### config.mk
export PLATFORM = sky130hd
export DESIGN_NAME = multi_debounce
export DESIGN_NICKNAME = d
export VERILOG_FILES = /design/src/rtl/multi_debounce.sv
export SDC_FILE = /design/constraint.sdc
export NUM_CORES = 1
export LEC_CHECK = 0
export BUFFER_PORTS_ARGS = -buffer_cell sky130_fd_sc_hd__buf_2
export CORE_MARGIN = 3
export CORE_UTILIZATION = 50
export DETAILED_ROUTE_END_ITERATION = 16
export GPL_TIMING_DRIVEN = 0
export PLACE_DENSITY = 0.73
export SLEW_MARGIN = 10
export SYNTH_ARGS = -nofsm -noshare
export SYNTH_HDL_FRONTEND = slang
export SYNTH_SLANG_ARGS = --single-unit
export TNS_END_PERCENT = 50
### constraint.sdc
create_clock -name clock -period 1.8 [get_ports clock]
set_clock_uncertainty 0.2 [all_clocks]
set_input_delay 0.18 -clock clock [delete_from_list [all_inputs] [get_ports clock]]
set_output_delay 0.18 -clock clock [all_outputs]
set_load 0.05 [all_outputs]
### src/rtl/multi_debounce.sv
// multi_debounce: N-channel switch/button debouncer.
// Each channel has a SYNC_STAGES-deep synchroniser, a candidate level with a
// stability counter compared against a shared runtime threshold, and a
// registered clean level with one-cycle rise/fall strobes.
// Optional long-press detector: define MULTI_DEBOUNCE_LONGPRESS_EN.
module multi_debounce #(
   parameter int N           = 4,
   parameter int CNT_W       = 4,
   parameter int SYNC_STAGES = 2,
   parameter int LONG_W      = 5
) (
   input  logic             clock,
   input  logic             reset,
   input  logic [N-1:0]     raw_in,
   input  logic [CNT_W-1:0] thresh,
   output logic [N-1:0]     clean_out,
   output logic [N-1:0]     rise_pulse,
   output logic [N-1:0]     fall_pulse,
   output logic             any_event,
   output logic [N-1:0]     long_pulse
);

   localparam logic [CNT_W-1:0] CNT_ONE = CNT_W'(1);

   logic [SYNC_STAGES-1:0] sync_q [N];
   logic [CNT_W-1:0]       cnt    [N];
   logic [N-1:0]           sync_out;
   logic [N-1:0]           cand;
   logic [N-1:0]           restart;
   logic [N-1:0]           commit;
   logic [N-1:0]           count_up;
   logic [N-1:0]           rise_next;
   logic [N-1:0]           fall_next;

   for (genvar g = 0; g < N; g++) begin : g_sync_tap
      assign sync_out[g] = sync_q[g][SYNC_STAGES-1];
   end

   // Shift each raw input through its own synchroniser chain.
   always_ff @(posedge clock or negedge reset) begin
      if (!reset) begin
         for (int i = 0; i < N; i++) begin
            sync_q[i] <= '0;
         end
      end else begin
         for (int i = 0; i < N; i++) begin
            sync_q[i] <= {sync_q[i][SYNC_STAGES-2:0], raw_in[i]};
         end
      end
   end

   // Per channel: restart on a new synchronised level, commit once stable long enough, otherwise count.
   always_comb begin
      restart  = '0;
      commit   = '0;
      count_up = '0;
      for (int i = 0; i < N; i++) begin
         restart[i]  = (sync_out[i] != cand[i]);
         commit[i]   = !restart[i] && (cnt[i] >= thresh) && (cand[i] != clean_out[i]);
         count_up[i] = !restart[i] && !commit[i] && (cnt[i] < thresh);
      end
   end

   assign rise_next = commit & cand;
   assign fall_next = commit & ~cand;

   // Candidate/counter update, clean level commit and registered event strobes.
   always_ff @(posedge clock or negedge reset) begin
      if (!reset) begin
         cand       <= '0;
         clean_out  <= '0;
         rise_pulse <= '0;
         fall_pulse <= '0;
         any_event  <= 1'b0;
         for (int i = 0; i < N; i++) begin
            cnt[i] <= '0;
         end
      end else begin
         for (int i = 0; i < N; i++) begin
            if (restart[i]) begin
               cand[i] <= sync_out[i];
               cnt[i]  <= '0;
            end else if (commit[i]) begin
               clean_out[i] <= cand[i];
            end else if (count_up[i]) begin
               cnt[i] <= cnt[i] + CNT_ONE;
            end
         end
         rise_pulse <= rise_next;
         fall_pulse <= fall_next;
         any_event  <= |(rise_next | fall_next);
      end
   end

`ifdef MULTI_DEBOUNCE_LONGPRESS_EN
   localparam logic [LONG_W-1:0] LONG_MAX  = {LONG_W{1'b1}};
   localparam logic [LONG_W-1:0] LONG_FIRE = LONG_MAX - LONG_W'(1);

   logic [LONG_W-1:0] long_cnt [N];

   // Count cycles spent high since the rise; fire once as the counter reaches all-ones.
   always_ff @(posedge clock or negedge reset) begin
      if (!reset) begin
         long_pulse <= '0;
         for (int i = 0; i < N; i++) begin
            long_cnt[i] <= '0;
         end
      end else begin
         for (int i = 0; i < N; i++) begin
            long_pulse[i] <= clean_out[i] && (long_cnt[i] == LONG_FIRE);
            if (!clean_out[i] || rise_next[i]) begin
               long_cnt[i] <= '0;
            end else if (long_cnt[i] != LONG_MAX) begin
               long_cnt[i] <= long_cnt[i] + LONG_W'(1);
            end
         end
      end
   end
`else
   assign long_pulse = '0;
`endif

endmodule

---- After elaboration in Yosys (flattened, before gate mapping) ----
Index checks and enable logic that the tools add are counted.
word-level totals
  register bits after elaboration ......... 41
  output and inout port bits .............. 17
  logic and storage cells ................. 100
operators by class
  add/sub/neg operators ................... 4
  $lt $le $gt $ge ......................... 8
  equality and inequality tests ........... 12
  muxes and demuxes ....................... 12
  bitwise logic cells ..................... 8
  reductions and logical operators ........ 37
operators with widths
  operator                                       number
  2-to-1 mux 4 bit                               12
  adder 4 x 1 -> 4 bit (second input constant)   4
  >= comparator 4 bit                            4
  logical AND 1 bit                              16
  less-than comparator 4 bit                     4
  AND reduction 2 bit                            8
  bitwise AND 4 bit                              2
  logical NOT 1 bit                              8
  inequality test 1 bit                          8
  inequality test 2 bit (second input constant)  4
  nonzero test 2 bit                             4
  inverter 1 bit                                 4
  inverter 4 bit                                 1
  bitwise OR 4 bit                               1
  OR reduction 4 bit                             1

---- Depth between registers and ports, before layout ----
Gate-level depths: netlist (run 1).
  depth in word-level cells ............... 10
  gate-level depth with buffers ........... 7
  depth with buffers taken out ............ 6

---- Worst setup path before layout (run 1) ----
Ideal clock, no wire load.
  path kind ............................... reg-to-reg
  from .................................... register cnt[1] (netlist name)
  to ...................................... register cnt[0] (netlist name)
  arrival ................................. 1.573 ns
  data required time ...................... 1.460 ns
  slack ................................... -0.112 ns
  cell stages (with the launch flop) ...... 7
  buffers on the path ..................... 1
  path through ............................ dfrtp_1 ha_1 nor2b_1 o211a_1 buf_2 o311ai_0 o41ai_1
on the way
  longest elaborated chain between the ends .. 8
RTL lines
  element                            RTL line  text
  start: declaration                 26        logic [CNT_W-1:0] cnt [N];
  start signal: indexed assignment   86        cnt[i] <= cnt[i] + CNT_ONE;
  >= comparator 4 bit                59        commit[i] = !restart[i] && (cnt[i] >= thresh) && (cand[i] != clean_out[i]);
  logical AND 1 bit (2 in a row)     59
  logical NOT 1 bit                  60        count_up[i] = !restart[i] && !commit[i] && (cnt[i] < thresh);
  logical AND 1 bit (2 in a row)     60
  nonzero test 2 bit (no line)       -
  AND reduction 2 bit (no line) (*)  -
Every way passes the cells marked *; elsewhere a longest branch is shown, timed or not.
A chain may end at the register's enable or synchronous reset.

---- Worst setup path in the final report (run 1) ----
  from .................................... register cnt[4] (netlist name)
  to ...................................... register cnt[6] (netlist name)
on the way
  longest elaborated chain between the ends .. 8
RTL lines
  element                         RTL line
  >= comparator 4 bit             59
  logical AND 1 bit (2 in a row)  59
  logical NOT 1 bit               60
  logical AND 1 bit (2 in a row)  60
  nonzero test 2 bit (no line)    -
  AND reduction 2 bit (no line)   -
Parallel ways exist; a longest one is shown, timed or not. The select of a mux whose other input is x is not followed.

==> parameters.txt, run 1 <==
Parameter                              Value

Global routing
  Pin count of the biggest net entering global routing ... 42
  Initial antenna violation count ... 0
  Grt total ovfl ... 0
  All-Layer GR Usage ... 0.197
  First-pass GRT wire length ... ~8300 um
  Number of global-route vias before repair ... between 1,500 and 2,000

Floorplanning
  Die Outline Area ... 0.00539 mm2
  Die W ... between 70 and 80 um
  Site Rows ... 23
  DIE HEIGHT ... 73.4 um
  Top-level port count ... 27
  Initial Utilization ... 0.541
  CORE AREA ... around 0.0042 mm2

STA
  RSZ-0062 raised after global routing ... yes
  Final setup fails ... 15
  Achievable frequency ... between 400 and 500 MHz
  Period utilisation layout ... 1.12
  Final critical path time including I/O delays and setup ... 2.02 ns
  Final hold violation count ... 0
  Count of final max-slew check failures ... 0
  Post-layout worst setup margin ... -0.217 ns
  Worst-margin pin slew ... 0.902 ns
  Normalized max-slew margin ... 0.399

Power and ir drop
  IR drop worst, VDD ... ~710 uV
  Final Power ... around 3.5 mW
  Switching power ... ~1.3 mW
  Net switching fraction of the power ... 0.368
  PD cells ... around 1000 mW/mm2
  Internal power ... 2.23 mW
  Clk pwr share ... 0.203
  Combinational power share ... 0.456
  Share of power burned in registers ... 0.341
  Leak Pwr ... ~1.5 nW

Layout
  Final net count ... 305
  Share of layout cells above drive strength 1 ... 0.473
  Most common library cell in the layout ignoring fill and taps ... sky130_fd_sc_hd__dfrtp_1
  Synth-to-layout area growth ... 48.3%
  Count of antenna diodes in the layout ... 0
  Most frequent cells in the layout ... sky130_fd_sc_hd__dfrtp_1, sky130_fd_sc_hd__buf_2, sky130_fd_sc_hd__buf_4
  Final std cell area, no fill ... 0.00337 mm2

Placement
  Total half-perimeter wirelength after legalization and detailed placement ... ~3200 um
  Count of buffers inserted at the top-level ports ... 22
  Placed Instance Area ... 0.00253 mm2
  Final weighted congestion in routability-driven placement ... between 0.8 and 0.9

Routing
  Wirelength per Cell ... 17.7 um
  Final Routed Wirelength ... between 5000 and 6000 um
  DRT iter0 DRCs ... 112
  Number of nets with antenna violations after routing ... 0
  DRC errors left ... 0
  Via-to-Cell Ratio ... about 5.9
  First-pass DRT Iterations ... 4
  Number of vias after detailed routing ... 1,932

Clock tree
  Clock transition at path regs ... roughly 0.07 ns
  Longest Clk Path Bufs ... 2
  Maximum level of the CTS H-tree ... 2
  Clk sink count ... just over 40
  Num CTS Buffers ... 5
  CTS tree ... done
  Skew-Pair Late Insertion Delay ... 0.30 ns
  Root buffer selected by CTS ... sky130_fd_sc_hd__clkbuf_8

Outcome
  Result of the run ... complete, but fails checks
  Violated checks ... negative setup slack

Yosys
  Synthesized flop and latch total ... 41
  Number of instances in the synthesized netlist ... between 200 and 250
  Yosys synthesis warning count ... 0
  Fraction of the yosys area taken by sequential cells ... 0.451
  Number of distinct standard cells referenced by the synthesized netlist ... 37
  Combined area of all synthesized cells ... roughly 0.0023 mm2
  Average cell area after synthesis ... 10.8 um2

Critical path
  CP required ... 1.81 ns
  Critical Path Source Type ... flip-flop
  Crit-path max FO ... 8
  Worst setup slack for register-to-register paths ... -0.22 ns
  Kind of critical path ... flip-flop to flip-flop
  Nature of the critical path endpoint ... flip-flop
  Worst endpoint data arrival time ... around 2.0 ns

Flow run
  Max_cap viols ... 0

Hold path
  Path type of the worst min-delay path ... flip-flop to flip-flop
-- synth_stat cells --
master                          number  area (um2)
sky130_fd_sc_hd__inv_1               7        26.3
sky130_fd_sc_hd__buf_4               4        30.0
sky130_fd_sc_hd__and3_1              2        12.5
sky130_fd_sc_hd__nor2_1              9        33.8
sky130_fd_sc_hd__or4_1               5        37.5
sky130_fd_sc_hd__or3b_4              3        33.8
sky130_fd_sc_hd__or2_2               1        6.26
sky130_fd_sc_hd__o2111ai_1           1        8.76
sky130_fd_sc_hd__o31ai_1             6        45.0
sky130_fd_sc_hd__nor3_1              1        5.00
sky130_fd_sc_hd__clkbuf_1            1        3.75
sky130_fd_sc_hd__o211a_1             3        30.0
sky130_fd_sc_hd__dlygate4sd1_1       2        17.5
sky130_fd_sc_hd__nand3b_1            6        45.0
sky130_fd_sc_hd__xnor2_1             5        43.8
sky130_fd_sc_hd__nand2b_1            3        18.8
sky130_fd_sc_hd__or4_4               1        11.3
sky130_fd_sc_hd__a21o_1              3        22.5
sky130_fd_sc_hd__conb_1              1        3.75
sky130_fd_sc_hd__ha_1               20         250
sky130_fd_sc_hd__nand2_1            22        82.6
sky130_fd_sc_hd__o311ai_0            6        52.6
sky130_fd_sc_hd__o211ai_1            5        37.5
sky130_fd_sc_hd__mux2i_1             4        40.0
sky130_fd_sc_hd__a21boi_1            5        37.5
sky130_fd_sc_hd__a21oi_4             3        48.8
sky130_fd_sc_hd__nand4_1            10        62.6
sky130_fd_sc_hd__o41ai_1             6        52.6
sky130_fd_sc_hd__a21oi_1             4        20.0
sky130_fd_sc_hd__nand3_1             1        5.00
sky130_fd_sc_hd__dfrtp_1            41        1030
sky130_fd_sc_hd__nor4b_1             1        8.76
sky130_fd_sc_hd__a21boi_2            1        11.3
sky130_fd_sc_hd__nor2b_1             4        25.0
sky130_fd_sc_hd__nor3b_1             3        22.5
sky130_fd_sc_hd__buf_2               4        20.0
sky130_fd_sc_hd__o21ai_0             7        35.0
-- final cells by class --
cell class                 count  area [um2]
buffer                        11        93.8
clock buffer                   5        68.8
clock inverter                 2        35.0
fill                         244         831
inverter                       7        26.3
multi-input combinational    155        1660
sequential                    41        1030
tap                           50        62.6
timing repair buffer          54         400
-- per-stage QoR --
step,instances,utilization,worst slack (ns),hold WS [ns],setup TNS (ns)
5_1_grt,325,0.802,-0.254,0.162,-2.69
3_5_place_dp,286,0.601,-0.313,0.0897,-3.54
3_3_place_gp,286,0.601,-0.281,0.0877,-2.84
6_report,325,0.802,-0.217,0.149,-1.55
4_1_cts,310,0.694,-0.131,0.152,-1.45
2_1_floorplan,214,-,-0.0428,-0.316,-0.340
-- critical path: stages (launching register included) --
cell                       delay, ns
sky130_fd_sc_hd__dfrtp_1        0.40
sky130_fd_sc_hd__inv_1          0.08
sky130_fd_sc_hd__ha_1           0.30
sky130_fd_sc_hd__nand4_1        0.18
sky130_fd_sc_hd__a21oi_4        0.11
sky130_fd_sc_hd__or4_4          0.51
sky130_fd_sc_hd__a21boi_2       0.16
-- cell families (layout without fill, tap and decap cells) --
group | after synthesis | after routing | synth area share
AO/OA/AOI/OAI | 50 | 50 | 0.177
XOR/XNOR | 5 | 5 | 0.0193
adder cells (fa/ha/maj) | 20 | 20 | 0.110
buffers and inverters | 18 | 79 | 0.0429
flip-flops | 41 | 41 | 0.451
multiplexers | 4 | 4 | 0.0176
other | 1 | 4 | 0.00165
AND/OR/NAND/NOR | 72 | 72 | 0.181
-- flip-flops by register name (all words and copies together), names as in the netlist --
| register | flops |
|---|---|
| any_event | 1 |
| cand | 4 |
| sync_q | 4 |
| rise_pulse | 4 |
| sync_out | 4 |
| fall_pulse | 4 |
| cnt | 16 |
| clean_out | 4 |
-- power by group through the flow --
stage | clock network, mW | logic (mW) | registers (mW)
floorplan | 0 | 0.609 | 1.31
global placement | 0 | 0.890 | 1.21
detailed placement | 0 | 0.923 | 1.22
CTS | 0.724 | 1.16 | 1.17
global route | 0.772 | 1.74 | 1.22
finish | 0.715 | 1.61 | 1.20
-- metal layers --
layer / global-route usage / wire length, um / vias to the layer above
met5: 0 / 0 / -
met4: 0.0785 / 146 / 0
met3: 0.0451 / 217 / 13
met2: 0.340 / 3070 / 47
met1: 0.236 / 2300 / 959
li1: - / - / 913
-- what timing repair did --
action	4_1_cts	5_1_grt
hold buffers	5	0
gates cloned	2	1
pin swaps	10	27
resized for setup	28	51
buffers inserted	10	14
hold endpoints to repair	45	0
endpoints found under the setup margin	25	29
-- path summary, 6_finish.rpt --
kind | from | to | depth (start not counted)
hold / removal | sync_q[2] | sync_out[2] | 0
min in group asynchronous | reset | cnt[11] | 2
setup reg to reg | cnt[4] | cnt[6] | 6
hold reg to reg | sync_q[2] | sync_out[2] | 0
max in group asynchronous | reset | cnt[13] | 2
setup / recovery | cnt[4] | cnt[6] | 6
No activity file was read; power rests on OpenSTA's default activity.
==> inputs of run 2 (changes only) <==
CTS_BUF_LIST = sky130_fd_sc_hd__clkbuf_4   (was not set)
==> run 2 against run 1 <==
The run still ends with negative setup slack left. Sequential cell count did not move. Cell area decreased by 4.8%. Fmax is 3.7% higher. Critical path type unchanged. Critical endpoint is now cnt[9].
==> parameters.txt, run 2 (synthesized netlist as in run 1, its figures left out) <==
Parameter                              Value

Clock tree
  Num CTS Buffers ... 5 (unchanged)
  Longest Clk Path Bufs ... 2 (unchanged)
  CTS tree ... done
  Clk sink count ... 41 (unchanged)
  Maximum level of the CTS H-tree ... 2 (unchanged)
  Clock transition at path regs ... 0.12 ns (+0.05 ns)
  Root buffer selected by CTS ... sky130_fd_sc_hd__clkbuf_4
  Skew-Pair Late Insertion Delay ... 0.35 ns (+0.05 ns)

Global routing
  Pin count of the biggest net entering global routing ... 42 (unchanged)
  Grt total ovfl ... 0 (unchanged)
  First-pass GRT wire length ... 7980 um (-3.6%)
  Initial antenna violation count ... 0 (unchanged)
  Number of global-route vias before repair ... 1,772 (-2.3%)
  All-Layer GR Usage ... 0.190 (-0.00689)

Hold path
  Path type of the worst min-delay path ... flip-flop to flip-flop
  Cell count of the worst hold path ... 0 (unchanged)

STA
  Final setup TNS ... -1.02 ns (+0.532 ns)
  Post-layout worst setup margin ... -0.145 ns (+0.0727 ns)
  Final critical path time including I/O delays and setup ... 1.94 ns (-0.0727 ns)
  Count of final max-slew check failures ... 0 (unchanged)
  Normalized max-slew margin ... 0.389 (-0.00964)
  Worst-margin pin slew ... 0.917 ns (+0.0145 ns)
  Final hold violation count ... 0 (unchanged)
  Period utilisation layout ... 1.08 (-0.0404)
  RSZ-0062 raised after global routing ... yes
  Final setup fails ... 16 (+1)
  Achievable frequency ... 514 MHz (+3.7%)

Critical path
  Critical Path Source Type ... flip-flop
  Crit path depth ... 6 (unchanged)
  Kind of critical path ... flip-flop to flip-flop
  Bufs and invs on worst path ... 1 (unchanged)
  Nature of the critical path endpoint ... flip-flop
  Worst Reg-to-Reg Cells ... 6 (unchanged)
  CP top delay family ... compound AO/OA/AOI/OAI gates
  Peak per-stage delay on the critical path ... 0.45 ns (-0.06 ns)
  Slowest CP cell ... sky130_fd_sc_hd__dfrtp_1
  CP required ... 1.84 ns (+0.03 ns)
  Crit-path max FO ... 5 (-3)
  Cell-by-cell listing of the critical path ... ha_4 -> nor2b_4 -> o211a_4 -> buf_6 -> o311ai_4 -> o41ai_2
  Worst endpoint data arrival time ... 1.98 ns (-0.05 ns)

Placement
  Final weighted congestion in routability-driven placement ... 0.847 (unchanged)
  Post-place setup slack ... -0.313 ns (unchanged)
  Placed Instances ... 286 (unchanged)
  Total half-perimeter wirelength after legalization and detailed placement ... 3170 um (unchanged)
  Count of buffers inserted at the top-level ports ... 22 (unchanged)

Layout
  Final net count ... 304 (-0.33%)
  Most frequent cells in the layout ... sky130_fd_sc_hd__dfrtp_1, sky130_fd_sc_hd__buf_4, sky130_fd_sc_hd__buf_2
  Most common library cell in the layout ignoring fill and taps ... sky130_fd_sc_hd__dfrtp_1
  Register name with the most flops ... cnt
  Share of layout cells above drive strength 1 ... 0.438 (-0.0348)
  Core Util, Final ... 0.764 (-0.0387)
  Synth-to-layout area growth ... 41.1%
  Final cell count without fillers ... 324 (-0.31%)
  Max reg flops ... 16 (unchanged)
  Count of antenna diodes in the layout ... 0 (unchanged)

Routing
  Number of nets with antenna violations after routing ... 0 (unchanged)
  First-pass DRT Iterations ... 4 (unchanged)
  DRT iter0 DRCs ... 139 (+24%)
  Final Routed Wirelength ... 5410 um (-5.9%)
  Via-to-Cell Ratio ... 5.93 (-0.31%)
  Number of vias after detailed routing ... 1,920 (-0.62%)
  Wirelength per Cell ... 16.7 um (-5.6%)
  DRC errors left ... 0 (unchanged)

Floorplanning
  Site Rows ... 23 (unchanged)
  Die W ... 73.4 um (unchanged)
  Top-level port count ... 27 (unchanged)
  DIE HEIGHT ... 73.4 um (unchanged)
  Initial Utilization ... 0.541 (unchanged)
  Die Outline Area ... 0.00539 mm2 (unchanged)
  CORE AREA ... 0.00420 mm2 (unchanged)

Outcome
  Result of the run ... complete, but fails checks
  Violated checks ... negative setup slack

Power and ir drop
  IR drop worst, VDD ... 747 uV (+4.9%)
  Leak Pwr ... 1.44 nW (-4.6%)
  Final Power ... 3.25 mW (-7.7%)
  PD cells ... 1010 mW/mm2 (-3.0%)

Flow run
  Max_cap viols ... 0 (unchanged)
run 2: path summary, 6_finish.rpt:
check,start,end,slack [ns]
worst max-delay path,cnt[9],cnt[9],-0.14
worst min-delay path,sync_q[2],sync_out[2],0.16
worst max register to register,cnt[9],cnt[9],-0.14
worst min register to register,sync_q[2],sync_out[2],0.16
max in group asynchronous,reset,cnt[13],0.48
min in group asynchronous,reset,cnt[11],0.29
run 2: final cells by class:
cell class / count / area (um2)
clock buffer: 5 / 37.5
clock inverter: 2 / 35.0
timing repair buffer: 53 / 360
buffer: 11 / 90.1
multi-input combinational: 155 / 1570
tap: 50 / 62.6
sequential: 41 / 1030
fill: 272 / 993
inverter: 7 / 26.3
run 2: timing repair:
| item | in CTS | in global routing |
|---|---|---|
| gates cloned | 1 | 2 |
| gates resized for setup | 19 | 44 |
| buffers inserted | 11 | 12 |
| endpoints found under the hold margin | 45 | 0 |
| pin swaps | 9 | 19 |
| endpoints found under the setup margin | 27 | 27 |
| hold buffers | 5 | 0 |
run 2: metrics by stage:
stage | hold WS (ns) | area [um2]
2_1_floorplan | -0.316 | 2350
3_3_place_gp | 0.0877 | 2530
3_5_place_dp | 0.0897 | 2530
4_1_cts | 0.162 | 2840
5_1_grt | 0.173 | 3210
6_report | 0.162 | 3210
run 2: worst register-to-register path, cell delays in order (launching register included):
cell	delay, ns
sky130_fd_sc_hd__dfrtp_1	0.45
sky130_fd_sc_hd__ha_4	0.24
sky130_fd_sc_hd__nor2b_4	0.12
sky130_fd_sc_hd__o211a_4	0.24
sky130_fd_sc_hd__buf_6	0.14
sky130_fd_sc_hd__o311ai_4	0.30
sky130_fd_sc_hd__o41ai_2	0.13
run 2: per-layer routing:
| metal | vias to the layer above | routed length, um | global-route usage |
|---|---|---|---|
| li1 | 911 | - | - |
| met1 | 958 | 2300 | 0.233 |
| met2 | 43 | 2800 | 0.319 |
| met3 | 8 | 215 | 0.0534 |
| met4 | 0 | 88 | 0.0684 |
| met5 | - | 0 | 0 |
run 2: report_power, final:
part | total (mW) | internal [mW] | leakage [nW] | switching [mW]
clock network | 0.581 | 0.283 | 0.0410 | 0.298
registers | 1.20 | 1.06 | 0.514 | 0.137
logic | 1.47 | 0.691 | 0.883 | 0.782
==> inputs of run 3 (changes only) <==
CORE_ASPECT_RATIO = 0.6   (was not set)
PLACE_DENSITY = 0.7   (was 0.73)
clock period = 1.9 ns   (was 1.8 ns; I/O delays follow)
==> run 3 against run 2 <==
The flow still finishes with violations (negative setup slack). Critical endpoint is now cnt[6]. Sequential share of layout area up 1.1 points. Sequential cell count unchanged. Cell area shrank 3.4%. First-iteration DRC count shrank 44%. Clock-buffer cell count did not move. Worst setup slack better by 0.073 ns. Utilization is 3.1 points lower. Register-to-register slack improved by 0.07 ns.
==> parameters.txt, run 3 (synthesized netlist as in run 1, its figures left out) <==
Parameter                              Value

Outcome
  Result of the run ... complete, but fails checks
  Violated checks ... negative setup slack

Power and ir drop
  Clk pwr share ... 0.149 (-0.030)
  Net switching fraction of the power ... 0.400 (+0.0261)
  IR drop worst, VDD ... 545 uV (-27%)
  PD cells ... 905 mW/mm2 (-11%)
  Share of power burned in registers ... 0.403 (+0.035)
  Internal power ... 1.68 mW (-17%)
  Final Power ... 2.81 mW (-14%)
  Combinational power share ... 0.448 (-0.005)
  Leak Pwr ... 1.43 nW (-0.56%)
  Switching power ... 1.12 mW (-7.7%)

Critical path
  Worst Reg-to-Reg Cells ... 5 (-1)
  Critical register-to-register path startpoint ... cnt[7]
  CP required ... 1.99 ns (+0.15 ns)
  Worst endpoint data arrival time ... 2.06 ns (+0.08 ns)
  CP top delay family ... simple AND/OR/NAND/NOR gates
  Worst flop-to-flop path endpoint ... cnt[6]
  Crit path depth ... 5 (-1)
  Slowest CP cell ... sky130_fd_sc_hd__or4_1
  Worst setup slack for register-to-register paths ... -0.07 ns (+0.07 ns)
  Cell-by-cell listing of the critical path ... ha_4 -> a21oi_4 -> nand2_1 -> or4_1 -> a21boi_1
  Peak per-stage delay on the critical path ... 0.54 ns (+0.09 ns)
  Critical Path Source Type ... flip-flop
  Nature of the critical path endpoint ... flip-flop
  Crit-path max FO ... 4 (-1)
  Bufs and invs on worst path ... 0 (-1)
  Kind of critical path ... flip-flop to flip-flop

Layout
  Final net count ... 304 (unchanged)
  Max reg flops ... 16 (unchanged)
  Share of layout cells above drive strength 1 ... 0.381 (-0.0570)
  Most frequent cells in the layout ... sky130_fd_sc_hd__dfrtp_1, sky130_fd_sc_hd__buf_4, sky130_fd_sc_hd__buf_2
  Most common library cell in the layout ignoring fill and taps ... sky130_fd_sc_hd__dfrtp_1
  Count of antenna diodes in the layout ... 0 (unchanged)
  Synth-to-layout area growth ... 36.4%
  Final std cell area, no fill ... 0.00310 mm2 (-3.4%)
  Register name with the most flops ... cnt

STA
  Worst-margin pin slew ... 0.915 ns (-0.00200 ns)
  Normalized max-slew margin ... 0.390 (+0.00134)
  Final hold violation count ... 0 (unchanged)
  Final critical path time including I/O delays and setup ... 1.97 ns (+0.0266 ns)
  Period utilisation layout ... 1.04 (-0.0428)
  RSZ-0062 raised after global routing ... yes
  Achievable frequency ... 507 MHz (-1.4%)
  Post-layout worst setup margin ... -0.0712 ns (+0.0734 ns)
  Final Hold Slack ... 0.161 ns (-0.000905 ns)
  Count of final max-slew check failures ... 0 (unchanged)
  Final setup fails ... 10 (-6)

Clock tree
  CTS tree ... done
  Clock transition at path regs ... 0.13 ns (about the same)
  Maximum level of the CTS H-tree ... 2 (unchanged)
  Num CTS Buffers ... 5 (unchanged)
  Longest Clk Path Bufs ... 2 (unchanged)
  Skew-Pair Late Insertion Delay ... 0.36 ns (about the same)
  Clk sink count ... 41 (unchanged)
  Root buffer selected by CTS ... sky130_fd_sc_hd__clkbuf_4

Routing
  First-pass DRT Iterations ... 4 (unchanged)
  DRT iter0 DRCs ... 78 (-44%)
  Final Routed Wirelength ... 5650 um (+4.5%)
  Number of nets with antenna violations after routing ... 0 (unchanged)
  Via-to-Cell Ratio ... 5.69 (-4.0%)
  Wirelength per Cell ... 17.0 um (+1.6%)
  Number of vias after detailed routing ... 1,894 (-1.4%)
  DRC errors left ... 0 (unchanged)

Hold path
  Worst min-delay path endpoint ... sync_out[3]
  Path type of the worst min-delay path ... flip-flop to flip-flop
  Cell count of the worst hold path ... 0 (unchanged)
  Worst Hold Launch ... sync_q[0]

Placement
  Placed Instance Area ... 0.00247 mm2 (-2.2%)
  Post-place setup slack ... -0.197 ns (+0.115 ns)
  Final weighted congestion in routability-driven placement ... 0.782 (-7.7%)
  Count of buffers inserted at the top-level ports ... 22 (unchanged)
  Total half-perimeter wirelength after legalization and detailed placement ... 3190 um (+0.64%)

Global routing
  Most Used Layer, Global Route ... met2
  Grt total ovfl ... 0 (unchanged)
  Number of global-route vias before repair ... 1,809 (+2.1%)
  Met2 track demand over resource ... 0.301 (-0.0178)
  Initial antenna violation count ... 0 (unchanged)
  Global routing met3 resource utilization ... 0.0519 (-0.00147)
  First-pass GRT wire length ... 8600 um (+7.9%)
  Pin count of the biggest net entering global routing ... 42 (unchanged)
  Routing usage on met1 ... 0.300 (+0.0672)
  All-Layer GR Usage ... 0.206 (+0.0157)

Floorplanning
  Die Outline Area ... 0.00542 mm2 (+0.49%)
  Site Rows ... 18 (-22%)
  DIE HEIGHT ... 58.2 um (-21%)
  Top-level port count ... 27 (unchanged)
  CORE AREA ... 0.00423 mm2 (+0.77%)
  Die W ... 93.1 um (+27%)
  Initial Utilization ... 0.537 (-0.00416)

Flow run
  Max_cap viols ... 0 (unchanged)
-- run 3: cell types whose count changed in the layout (fill, tap and decap cells not counted), moves of 2 or more --
cell / delta
sky130_fd_sc_hd__buf_4: +2
sky130_fd_sc_hd__buf_6: -2
sky130_fd_sc_hd__ha_1: +5
sky130_fd_sc_hd__ha_4: -5
sky130_fd_sc_hd__inv_1: +2
sky130_fd_sc_hd__inv_2: -2
sky130_fd_sc_hd__nor2b_1: +2
sky130_fd_sc_hd__nor2b_4: -2
sky130_fd_sc_hd__o211a_1: +2
sky130_fd_sc_hd__o211a_4: -2
sky130_fd_sc_hd__o311ai_2: +2
sky130_fd_sc_hd__o31ai_2: -2
-- run 3: power groups by stage --
stage,Combinational (mW),Clock (mW),Sequential (mW)
2_1_floorplan,0.548,0,1.23
3_3_place_gp,0.823,0,1.15
3_5_place_dp,0.843,0,1.15
4_1_cts,1.08,0.422,1.12
5_1_grt,1.38,0.462,1.15
6_report,1.26,0.417,1.13
-- run 3: repair_timing --
action	4_1_cts	5_1_grt
setup buffers	8	17
setup endpoints to repair	16	19
pin swaps	23	18
hold endpoints to repair	45	0
gates resized for setup	34	24
cloned	1	0
hold buffers	5	0
-- run 3: area by class of cell --
cell class | count | area, um2
buffer | 11 | 90.1
clock buffer | 5 | 37.5
clock inverter | 1 | 5.00
fill | 299 | 1130
inverter | 7 | 26.3
multi-input combinational | 155 | 1470
sequential | 41 | 1030
tap | 60 | 75.1
timing repair buffer | 53 | 368
-- run 3: worst max path at each step --
stage | startpoint | endpoint
floorplan | cnt[1] | cnt[0]
global placement | thresh[1] | cnt[8]
detailed placement | thresh[1] | cnt[1]
CTS | cnt[5] | cnt[6]
global route | cnt[7] | cnt[6]
finish | cnt[7] | cnt[6]
-- run 3: worst reg2reg max path, delay by kind of cell (launching register included) --
kind | cells | cell delay (ns)
adders and majority gates | 1 | 0.26
and+or+nand+nor | 2 | 0.67
DFF | 1 | 0.44
AOI/OAI and AO/OA | 2 | 0.33
-- run 3: routing by layer --
layer  share of wire  wire [um]
met5               0          0
met4           0.022        123
met3           0.029        166
met2            0.45       2540
met1            0.50       2810
-- run 3: through the flow --
stage / util / TNS (ns) / instances
final: 0.732 / -0.321 / 333
after detailed placement: 0.583 / -1.84 / 296
after global routing: 0.732 / -1.12 / 333
after floorplan: - / -0.0552 / 214
after CTS: 0.663 / -0.319 / 316
after global placement: 0.583 / -1.49 / 296
